**src/rtl/pio_in_edge_capture.sv**
```systemverilog
// ---------------------------------------------------------------------------
// pio_in_edge_capture
//   Avalon-MM input PIO with a synchronizer on every input bit. Each bit has a
//   sticky edge-capture flag and an interrupt mask, and the block drives one
//   IRQ line. It uses word addresses 0..3 and returns read data one cycle
//   after the read.
//
// Parameters
//   WIDTH        number of input bits (1..32)
//   SYNC_STAGES  synchronizer depth on in_port (2..4)
//   EDGE_TYPE    0 = rising, 1 = falling, 2 = any edge sets a capture bit
//   IRQ_MODE     0 = level (synced data & mask), 1 = edge (capture & mask)
//
// Ports
//   clk         system clock
//   reset       asynchronous, active-high reset
//   address     Avalon word address
//   chipselect  slave select
//   write_n     active-low write strobe, qualified by chipselect
//   writedata   write data
//   in_port     asynchronous external inputs
//   readdata    registered read data
//   irq         interrupt request, active-high
//
// Bus handshake: there is no waitrequest.
//   - A write is accepted on every clock edge where chipselect is 1 and
//     write_n is 0.
//   - A read is any cycle where chipselect is 1. Its data appears on readdata
//     after that edge.
//   - readdata is 0 whenever chipselect was 0 at the sampling edge.
//
// Register map
//   0  R: synchronized input data          W: ignored
//   1  R: zero (input-only, no direction)  W: ignored
//   2  R/W: interrupt mask
//   3  R: capture flags                    W: write 1 to clear a bit
// ---------------------------------------------------------------------------
module pio_in_edge_capture #(
  parameter int WIDTH       = 8,
  parameter int SYNC_STAGES = 2,
  parameter int EDGE_TYPE   = 0,
  parameter int IRQ_MODE    = 1
) (
  input  logic             clk,
  input  logic             reset,
  input  logic [1:0]       address,
  input  logic             chipselect,
  input  logic             write_n,
  input  logic [WIDTH-1:0] writedata,
  input  logic [WIDTH-1:0] in_port,
  output logic [WIDTH-1:0] readdata,
  output logic             irq
);

  localparam int ARM_MAX = SYNC_STAGES + 1;
  localparam int CW      = $clog2(ARM_MAX + 1);

  logic [WIDTH-1:0] sync_q [SYNC_STAGES];
  logic [WIDTH-1:0] data_q;
  logic [WIDTH-1:0] prev_q;
  logic [WIDTH-1:0] mask_q;
  logic [WIDTH-1:0] capture_q;
  logic [CW-1:0]    arm_cnt;
  logic             arm_done;
  logic [WIDTH-1:0] edge_raw;
  logic [WIDTH-1:0] edge_vec;
  logic [WIDTH-1:0] clear_vec;
  logic [WIDTH-1:0] read_mux;
  logic             wr_en;

  assign data_q = sync_q[SYNC_STAGES-1];
  assign wr_en  = chipselect & ~write_n;

  // Synchronizer chain plus a one-cycle delayed copy for edge detection.
  always_ff @(posedge clk or posedge reset) begin
    if (reset) begin
      for (int i = 0; i < SYNC_STAGES; i++) sync_q[i] <= '0;
      prev_q <= '0;
    end else begin
      sync_q[0] <= in_port;
      for (int i = 1; i < SYNC_STAGES; i++) sync_q[i] <= sync_q[i-1];
      prev_q <= data_q;
    end
  end

  // After reset the chain fills from zero. A high input would look like a
  // rising edge while it fills. Edge detection stays disabled until the chain
  // and prev_q hold real samples.
  always_ff @(posedge clk or posedge reset) begin
    if (reset) begin
      arm_cnt <= '0;
    end else if (arm_cnt != CW'(ARM_MAX)) begin
      arm_cnt <= arm_cnt + 1'b1;
    end
  end

  assign arm_done = (arm_cnt == CW'(ARM_MAX));

  always_comb begin
    edge_raw = data_q & ~prev_q;
    if (EDGE_TYPE == 1) begin
      edge_raw = ~data_q & prev_q;
    end else if (EDGE_TYPE == 2) begin
      edge_raw = data_q ^ prev_q;
    end
  end

  assign edge_vec  = edge_raw & {WIDTH{arm_done}};
  assign clear_vec = (wr_en && address == 2'd3) ? writedata : '0;

  // A new edge is ORed in after the clear, so it wins over a clear of the
  // same bit in the same cycle.
  always_ff @(posedge clk or posedge reset) begin
    if (reset) begin
      capture_q <= '0;
    end else begin
      capture_q <= (capture_q & ~clear_vec) | edge_vec;
    end
  end

  always_ff @(posedge clk or posedge reset) begin
    if (reset) begin
      mask_q <= '0;
    end else if (wr_en && address == 2'd2) begin
      mask_q <= writedata;
    end
  end

  always_comb begin
    read_mux = '0;
    case (address)
      2'd0:    read_mux = data_q;
      2'd2:    read_mux = mask_q;
      2'd3:    read_mux = capture_q;
      default: read_mux = '0;
    endcase
  end

  always_ff @(posedge clk or posedge reset) begin
    if (reset) begin
      readdata <= '0;
    end else begin
      readdata <= chipselect ? read_mux : '0;
    end
  end

  assign irq = (IRQ_MODE == 0) ? |(data_q & mask_q) : |(capture_q & mask_q);

endmodule

```
**config.mk**
```make
export PLATFORM = sky130hd
export DESIGN_NAME = pio_in_edge_capture
export DESIGN_NICKNAME = d
export VERILOG_FILES = /design/src/rtl/pio_in_edge_capture.sv
export SDC_FILE = /design/constraint.sdc
export NUM_CORES = 1
export LEC_CHECK = 0
export ABC_AREA = 1
export BUFFER_PORTS_ARGS = -buffer_cell sky130_fd_sc_hd__buf_4
export CAP_MARGIN = 10
export CELL_PAD_IN_SITES_DETAIL_PLACEMENT = 1
export CELL_PAD_IN_SITES_GLOBAL_PLACEMENT = 1
export CORE_MARGIN = 2
export CORE_UTILIZATION = 30
export CTS_CLUSTER_SIZE = 30
export DETAILED_ROUTE_END_ITERATION = 16
export PLACE_DENSITY = 0.7
export SLEW_MARGIN = 20
export SYNTH_ARGS = -nofsm -noshare
export SYNTH_HDL_FRONTEND = slang
export SYNTH_SLANG_ARGS = --single-unit
```
**constraint.sdc**
```tcl
create_clock -name clk -period 1.49 [get_ports clk]
set_input_delay 0.298 -clock clk [delete_from_list [all_inputs] [get_ports clk]]
set_output_delay 0.298 -clock clk [all_outputs]
set_load 0.03 [all_outputs]
```
==> impl_results.md, run 1 <==
- Gr busiest metal: met2
- Most used cell, CP: nand2_1
- WP depth: 5
- Io pins: 31
- Post-synth top area cell: dfrtp_1
- Fmax: about 0.68 GHz
- Antenna Cells: 0
- DR iter-0 viols: 48
- CORE AREA: around 6300 um2
- Htree depth: 2
- Area share of the largest cell type after synthesis: a little under two thirds
- Area contributors post-synth: dfrtp_1, nand2_1, nand3_1, nand3b_1, inv_1
- Crit-path slowest cell: dfrtp_1
- R2r worst-path depth: 4
- Crit-path max cell delay: approximately 0.40 ns
- Drt drc: 0
- Post-synthesis instance area: about 2000 um2
- CTS Hold Bufs: 0
- Slew HR: 76.60%
- GRT Total Usage: between 10 and 15%
- Crit share post-route: 98.90%
- Netlist cell types: 21
- Final Slew Violations: 0
- Root Buffer Master: clkbuf_8
- Final core utilization: about 39%
- Final Net Count: about 260
- Hpwl dp: about 2900 um
- Worst Path Required: about 1.2 ns
- Worst-Margin Slew: about 0.35 ns
- Peak supply drop: 0.5403 mV
- CP endpoint kind: primary output
- DP Cell Count: 293
- Width of the die: 85.00 um
- P&R area growth vs syn: 24.92%
- Crit path cell chain: nand2_1 -> nand2_1 -> nor2_2 -> nand2_2 -> buf_6
- Routed WL: 4446 um
- Finished Layout Cells: roughly 310
- Pwr/cell area: ~1100 nW/um2
- Skew-Pair Late Insertion Delay: ~0.31 ns
- Global placer's final weighted congestion: 0.7954
- Met1 GRT Util: 17.89%
- Met3 usage: 3.210%
- Share of cells above drive strength 1: 29.36%
- Buf/Inv on CP: 1
- Clock buffer depth: 2
- Die Area: about 7200 um2
- Vias in the first global route: approximately 1.5k
- Leak: roughly 1.2 nW
- Final global-route overflow total: 0
- CP arrival: 1.18 ns
- RSZ-0062 raised after global routing: true
- CP top delay family: flip-flops
- CTS tree: yes
- Syn Area/Cell: about 10 um2
- Max-cap violations: 0
- Kind of critical path: flip-flop to primary output
- R2R Setup Slk: between 0.4 and 0.5 ns
- Status: completed
- Sequential element share of the synthesized area: between 60% and 70%
- Avg WL per Cell: 14.25 um
- Clock skew: 0.01106 ns
- Clk pin slew, worst setup/hold paths: ~0.10 ns
- First-pass GRT wire length: around 7300 um
- Pre-Repair DR Iteration Count: 4
- Hold_ws: between 0.03 and 0.04 ns
- CP max FO: 2
- Power Total: 2.756 mW
- Largest net degree at the start of global routing: about 50
- Synthesized flop and latch total: 50
- Min-delay worst type: primary input to async pin
- Met2 Usage GRT: a little over a fifth
- Syn Nets: 211
- Reg2reg start: arm_cnt[0]
- Final Cell Area: 2459 um2
- Minimum clock period after layout: between 1 and 1.5 ns
- Final setup violating endpoints: 0
- Initial antenna violation count: 0
- Hold Violations, Final: 0
- Antenna Violating Nets Remaining: 0
- Via density: roughly 4.6
- Yosys warns: 0
- Critical R2R Capture: capture_q[6]
- Startpoint types: flip-flop
- CTS Sinks: 50
- Die Ht: between 80 and 90 um
- Starting Density: between 30% and 40%
- Via count: roughly 1.4k
- IO Port Bufs: 30
- Post-Synthesis Cells: 188
- CTS buffer count: 5
- Num rows: 29
- Placed Area: around 2300 um2
==> layer usage <==
| metal | part of all wire [%] | vias up |
|---|---|---|
| met3 | 4.3 | 8 |
| met4 | 2.0 | 0 |
| li1 | - | 690 |
| met5 | 0 | - |
| met1 | 47 | 708 |
| met2 | 47 | 32 |
==> sequential cells by signal, indices dropped and copies added (netlist names) <==
register / flops
prev_q: 8
readdata: 8
mask_q: 8
capture_q: 8
arm_cnt: 2
data_q: 8
sync_q: 8
==> logic make-up after synthesis <==
family	after synthesis	share of synthesized area [%]
simple gates	116	28.80
buf+inv	19	5.976
xor+xnor	1	0.4451
mux	1	0.5721
fa+ha+maj	1	0.6356
flops	50	63.57
==> worst max-delay path by stage <==
stage / end / from / slack (ns)
2_1_floorplan: arm_cnt[1] / arm_cnt[0] / 0.38
3_3_place_gp: irq / capture_q[3] / 0.30
6_report: irq / capture_q[2] / 0.02
3_5_place_dp: mask_q[0] / chipselect / 0.29
4_1_cts: irq / capture_q[0] / 0.005
5_1_grt: irq / capture_q[2] / -0.07
==> per-stage QoR <==
step	worst slack (ns)	TNS, ns
floorplan	0.3826	0
global placement	0.2995	0
detailed placement	0.2851	0
CTS	0.005489	0
global route	-0.07390	-0.07390
finish	0.01644	0
==> layout by cell type, fill, tap and decap left out, drive strengths merged <==
cell       n
buf       45
clkbuf     5
clkinv     2
clkinvlp   2
dfrtp     50
ha         1
inv       12
mux2       1
nand2     63
nand3     40
nand3b     8
nor2       5
xnor2      1
==> final cells by class <==
type,instances,area (um2)
timing repair buffer,45,354.1
clock inverter,3,21.27
inverter,13,60.06
tap,77,96.34
multi-input combinational,119,606.8
clock buffer,5,68.82
fill,713,3891
sequential,50,1251
==> power by group <==
group	leakage, nW	total [mW]	switching, mW	internal [mW]
clock network	0.0441	0.798	0.468	0.330
registers	0.578	1.52	0.0579	1.46
logic	0.626	0.442	0.246	0.196
total	1.25	2.76	0.772	1.98
==> synth_stat cells, drive strengths merged <==
cell type   n
buf         6
dfrtp      50
ha          1
inv        13
mux2        1
nand2      63
nand3      40
nand3b      8
nor2        5
xnor2       1
==> worst register-to-register path, cell delays in order, from the launching register on <==
cell and delay, ns:
dfrtp_1 0.41, ha_1 0.22, buf_4 0.18, nand3b_1 0.09, nand2_1 0.06
==> timing repair <==
action	in CTS	in global routing
cloned	0	0
endpoints found under the setup margin	1	1
buffers inserted	8	3
gates resized for setup	2	2
pin swaps	2	2
Note: power is estimated with default switching activity, not from simulation.
==> inputs of run 2 (changes only) <==
- clock period: 1.49 -> 1.2 ns (I/O delays scaled with it)
==> impl_results.md, run 2 (synthesized netlist as in run 1, its figures left out) <==
- Status: finished, violations left
- Failing checks: negative setup slack
- DP Cell Count: 297
- Routed WL: 4148 um
- First-pass GRT wire length: ~7300 um
- Leak: 1.241 nW
- Final Net Count: ~250
- Final global-route overflow total: 0
- Worst Path Required: 0.96 ns
- Pwr/cell area: approximately 1500 nW/um2
- Max-cap violations: 0
- CP arrival: roughly 1.2 ns
- Initial antenna violation count: 0
- Hold Violations, Final: 0
- Pre-Repair DR Iteration Count: 4
- Final Slew Violations: 0
- Antenna Cells: 0
- Fmax: a little under 0.7 GHz
- R2R Setup Slk: 0.13 ns
- IO Port Bufs: 30
- Clk pin slew, worst setup/hold paths: 0.09 ns
- CTS buffer count: 5
- Share of cells above drive strength 1: about a quarter
- TNS Setup: -0.2382 ns
- CTS Sinks: 50
- Min-delay worst type: primary input to flip-flop
- Commonest non-fill, non-tap cell in the layout: nand2_1
- Vias in the first global route: about 1.5k
- CP max FO: 3
- Crit-path max cell delay: 0.40 ns
- CP top delay family: flip-flops
- Width of the die: about 85 um
- Via count: roughly 1.4k
- Minimum clock period after layout: about 1.4 ns
- GRT Total Usage: 13.07%
- Largest net degree at the start of global routing: roughly 50
- Via density: between 4 and 5
- Starting Density: a little under a third
- Global placer's final weighted congestion: a little under 0.8
- Skew-Pair Late Insertion Delay: around 0.30 ns
- FF+latch area: 1251 um2
- Clock buffer depth: 2
- Clock skew: about 0.0086 ns
- Peak supply drop: between 0.7 and 0.8 mV
- Die Ht: about 85 um
- Antenna Violating Nets Remaining: 0
- Crit-path slowest cell: dfrtp_1
- Slew HR: between 80% and 90%
- Post-route setup slack: -0.2382 ns
- CP endpoint kind: primary output
- CORE AREA: 6350 um2
- Leading cell types in the layout, fill and taps excluded: nand2_1, dfrtp_1, nand3_1, buf_4
- Die Area: 7224 um2
- Power Total: around 3.6 mW
- CTS tree: yes
- Drt drc: 0
- Io pins: 31
- Crit path cell chain: nand2_1 -> nand2_1 -> nor2_1 -> nand2_1 -> buf_6
- Most used cell, CP: nand2_1
- Layout fillers: just over 700
- Htree depth: 2
- Finished Layout Cells: 308
- Num rows: 29
- RSZ-0062 raised after global routing: true
- Worst-Margin Slew: 0.2850 ns
- DR iter-0 viols: 58
- Avg WL per Cell: 13.47 um
- Crit share post-route: 119.9%
- Final setup violating endpoints: 1
- Startpoint types: flip-flop
- Hpwl dp: just under 3000 um
- P&R area growth vs syn: 24.98%
- Dpl ws: between 0.08 and 0.09 ns
- Buf/Inv on CP: 1
- Area of the multi-input gates: 599.3 um2
- Root Buffer Master: clkbuf_8
- Final core utilization: around 39%
- Kind of critical path: flip-flop to primary output
==> run 2: cell count changes in the layout (fill, tap and decap cells not counted), sizes merged <==
| cell | previous run | this run |
|---|---|---|
| clkinv | 2 | 0 |
| buf | 45 | 40 |
| clkinvlp | 2 | 3 |
| dlygate4sd3 | 0 | 1 |
| bufinv | 0 | 1 |
==> run 2: final cells by class <==
cell class                      count  area share (%)
Clock buffer                        5           2.798
Clock inverter                      3           1.831
Inverter                           13           2.442
Multi-Input combinational cell    119           24.36
Sequential cell                    50           50.86
Tap cell                           77           3.917
Timing Repair Buffer               41           13.78
==> run 2: final timing paths <==
check	depth (start not counted)	end	from
setup / recovery	5	irq	capture_q[1]
max in group asynchronous	4	readdata[0]	reset
hold / removal	1	sync_q[10]	in_port[2]
setup reg to reg	4	capture_q[6]	arm_cnt[0]
hold reg to reg	0	data_q[7]	sync_q[15]
min in group asynchronous	4	sync_q[8]	reset
==> run 2: stage by stage <==
step	cell area, um2	hold slack (ns)
detailed placement	2317	0.3330
finish	2460	0.03495
floorplan	1972	0.2714
CTS	2452	0.02068
global placement	2317	0.3296
global route	2460	0.009074
==> run 2: report_power, final <==
group,switching (mW),internal [mW],leakage (nW)
Sequential,0.0711,1.81,0.578
Clock,0.569,0.620,0.0504
Combinational,0.286,0.217,0.613
Total,0.925,2.65,1.24
==> run 2: metal layers <==
metal,GRT usage (%),part of all wire (%),vias to the layer above
li1,-,-,682
met1,17.94,48,701
met2,20.38,47,23
met3,4.086,3.9,2
met4,3.030,0.53,0
met5,0,0,-
==> run 2: repair_timing <==
action / 4_1_cts / 5_1_grt
pin swaps: 1 / 0
setup endpoints to repair: 1 / 1
resized for setup: 1 / 0
buffers inserted: 1 / 1
endpoints found under the hold margin: 29 / 0
hold buffers: 1 / 0
==> inputs of run 3 (changes only) <==
- REMOVE_ABC_BUFFERS: not set -> 1
==> impl_results.md, run 3 (synthesized netlist as in run 1, its figures left out) <==
- Status: finished, violations left
- Failing checks: negative setup slack
- Leak: 1.286 nW
- Clk pin slew, worst setup/hold paths: about 0.090 ns
- Min-delay src: in_port[5]
- Hold Violations, Final: 0
- Finished Layout Cells: between 300 and 400
- CTS buffer count: 5
- Num rows: 29
- Width of the die: about 85 um
- Max-cap violations: 0
- GRT Total Usage: 14.19%
- Final core utilization: 39.49%
- RSZ-0062 raised after global routing: true
- Final setup violating endpoints: 1
- Slew HR: about four fifths
- Share of cells above drive strength 1: a little under a third
- Vias in the first global route: 1606
- Commonest non-fill, non-tap cell in the layout: nand2_1
- Pwr/cell area: 1430 nW/um2
- Worst-Margin Slew: 0.2856 ns
- Clock skew: 0.005702 ns
- Pre-Repair DR Iteration Count: 4
- IO Port Bufs: 30
- Placed Area: 2301 um2
- First-pass GRT wire length: 7797 um
- Startpoint types: flip-flop
- R2r worst-path depth: 4
- Final global-route overflow total: 0
- Die Ht: 85.00 um
- Critical path origin: mask_q[6]
- Min-delay worst type: primary input to flip-flop
- CP endpoint kind: primary output
- Io pins: 31
- Starting Density: between 30 and 40%
- P&R area growth vs syn: 27.40%
- Via density: between 4 and 5
- Peak supply drop: about 0.63 mV
- Die Area: around 7200 um2
- Root Buffer Master: clkbuf_8
- CP max FO: 2
- DP Cell Count: roughly 300
- Hpwl dp: ~3100 um
- CTS tree: yes
- Final Cell Area: around 2500 um2
- Kind of critical path: flip-flop to primary output
- Crit share post-route: 119.2%
- Layout fillers: about 720
- Dpl ws: ~0.089 ns
- Avg WL per Cell: between 10 and 15 um
- Global placer's final weighted congestion: between 0.7 and 0.8
- Reg2reg start: arm_cnt[0]
- Crit path capture: irq
- Clock buffer depth: 2
- Final Net Count: 261
- Power Total: approximately 3.6 mW
- Antenna Cells: 0
- Final Slew Violations: 0
- Htree depth: 2
- Routed WL: between 4000 and 5000 um
- Skew-Pair Late Insertion Delay: around 0.3 ns
- CTS Sinks: 50
- Worst Path Required: 0.96 ns
- R2R Setup Slk: between 0.1 and 0.15 ns
- DR iter-0 viols: just over 70
- Largest net degree at the start of global routing: 51
- Leading cell types in the layout, fill and taps excluded: nand2_1, dfrtp_1, buf_4, nand3_1
- CP arrival: about 1.2 ns
- CORE AREA: ~6300 um2
- Critical R2R Capture: capture_q[6]
- Initial antenna violation count: 0
- Minimum clock period after layout: between 1 and 1.5 ns
- Fmax: between 0.6 and 0.7 GHz
- Via count: 1455
- Drt drc: 0
- Post-route setup slack: -0.2302 ns
- Antenna Violating Nets Remaining: 0
==> run 3: where the power goes <==
part           internal, mW  switching (mW)
sequential             1.81          0.0679
clock                 0.583           0.550
combinational         0.255           0.319
==> run 3: critical path, stage by stage, from the launching register on <==
cell and delay, ns:
dfrtp_1 0.40, nand2_1 0.10, nand2_2 0.06, nor2_2 0.09, nand2_1 0.09, buf_6 0.15
==> run 3: worst min path at each step <==
stage	end	slack, ns	cells past startpoint
6_report	sync_q[13]	0.04	1
5_1_grt	sync_q[13]	0.02	1
4_1_cts	sync_q[11]	0.03	1
3_5_place_dp	sync_q[9]	0.31	3
3_3_place_gp	sync_q[9]	0.31	3
2_1_floorplan	sync_q[10]	0.27	0
==> run 3: area by class of cell <==
class,instances,area (um2),area share (%)
inverter,13,56.30,2.246
timing repair buffer,49,386.6,15.42
clock buffer,8,110.1,4.391
sequential,50,1251,49.90
multi-input combinational,119,606.8,24.20
tap,77,96.34,3.842
==> run 3: metrics by stage <==
step / hold slack, ns / TNS [ns]
finish: 0.03568 / -0.2302
global route: 0.01639 / -0.3172
CTS: 0.02854 / -0.2000
detailed placement: 0.3138 / 0
global placement: 0.3111 / 0
floorplan: 0.2714 / -12.06
==> run 3: repair_timing <==
| action | 4_1_cts | 5_1_grt |
|---|---|---|
| resized for setup | 1 | 3 |
| hold endpoints to repair | 50 | 0 |
| hold buffers | 1 | 0 |
| setup buffers | 9 | 1 |
| pin swaps | 3 | 4 |
| setup endpoints to repair | 1 | 1 |
==> run 3: layer usage <==
| layer | wire [um] | track usage (%) |
|---|---|---|
| met1 | 2051 | 17.36 |
| met2 | 2297 | 24.29 |
| met3 | 157 | 3.210 |
| met4 | 78 | 5.628 |
| met5 | 0 | 0 |
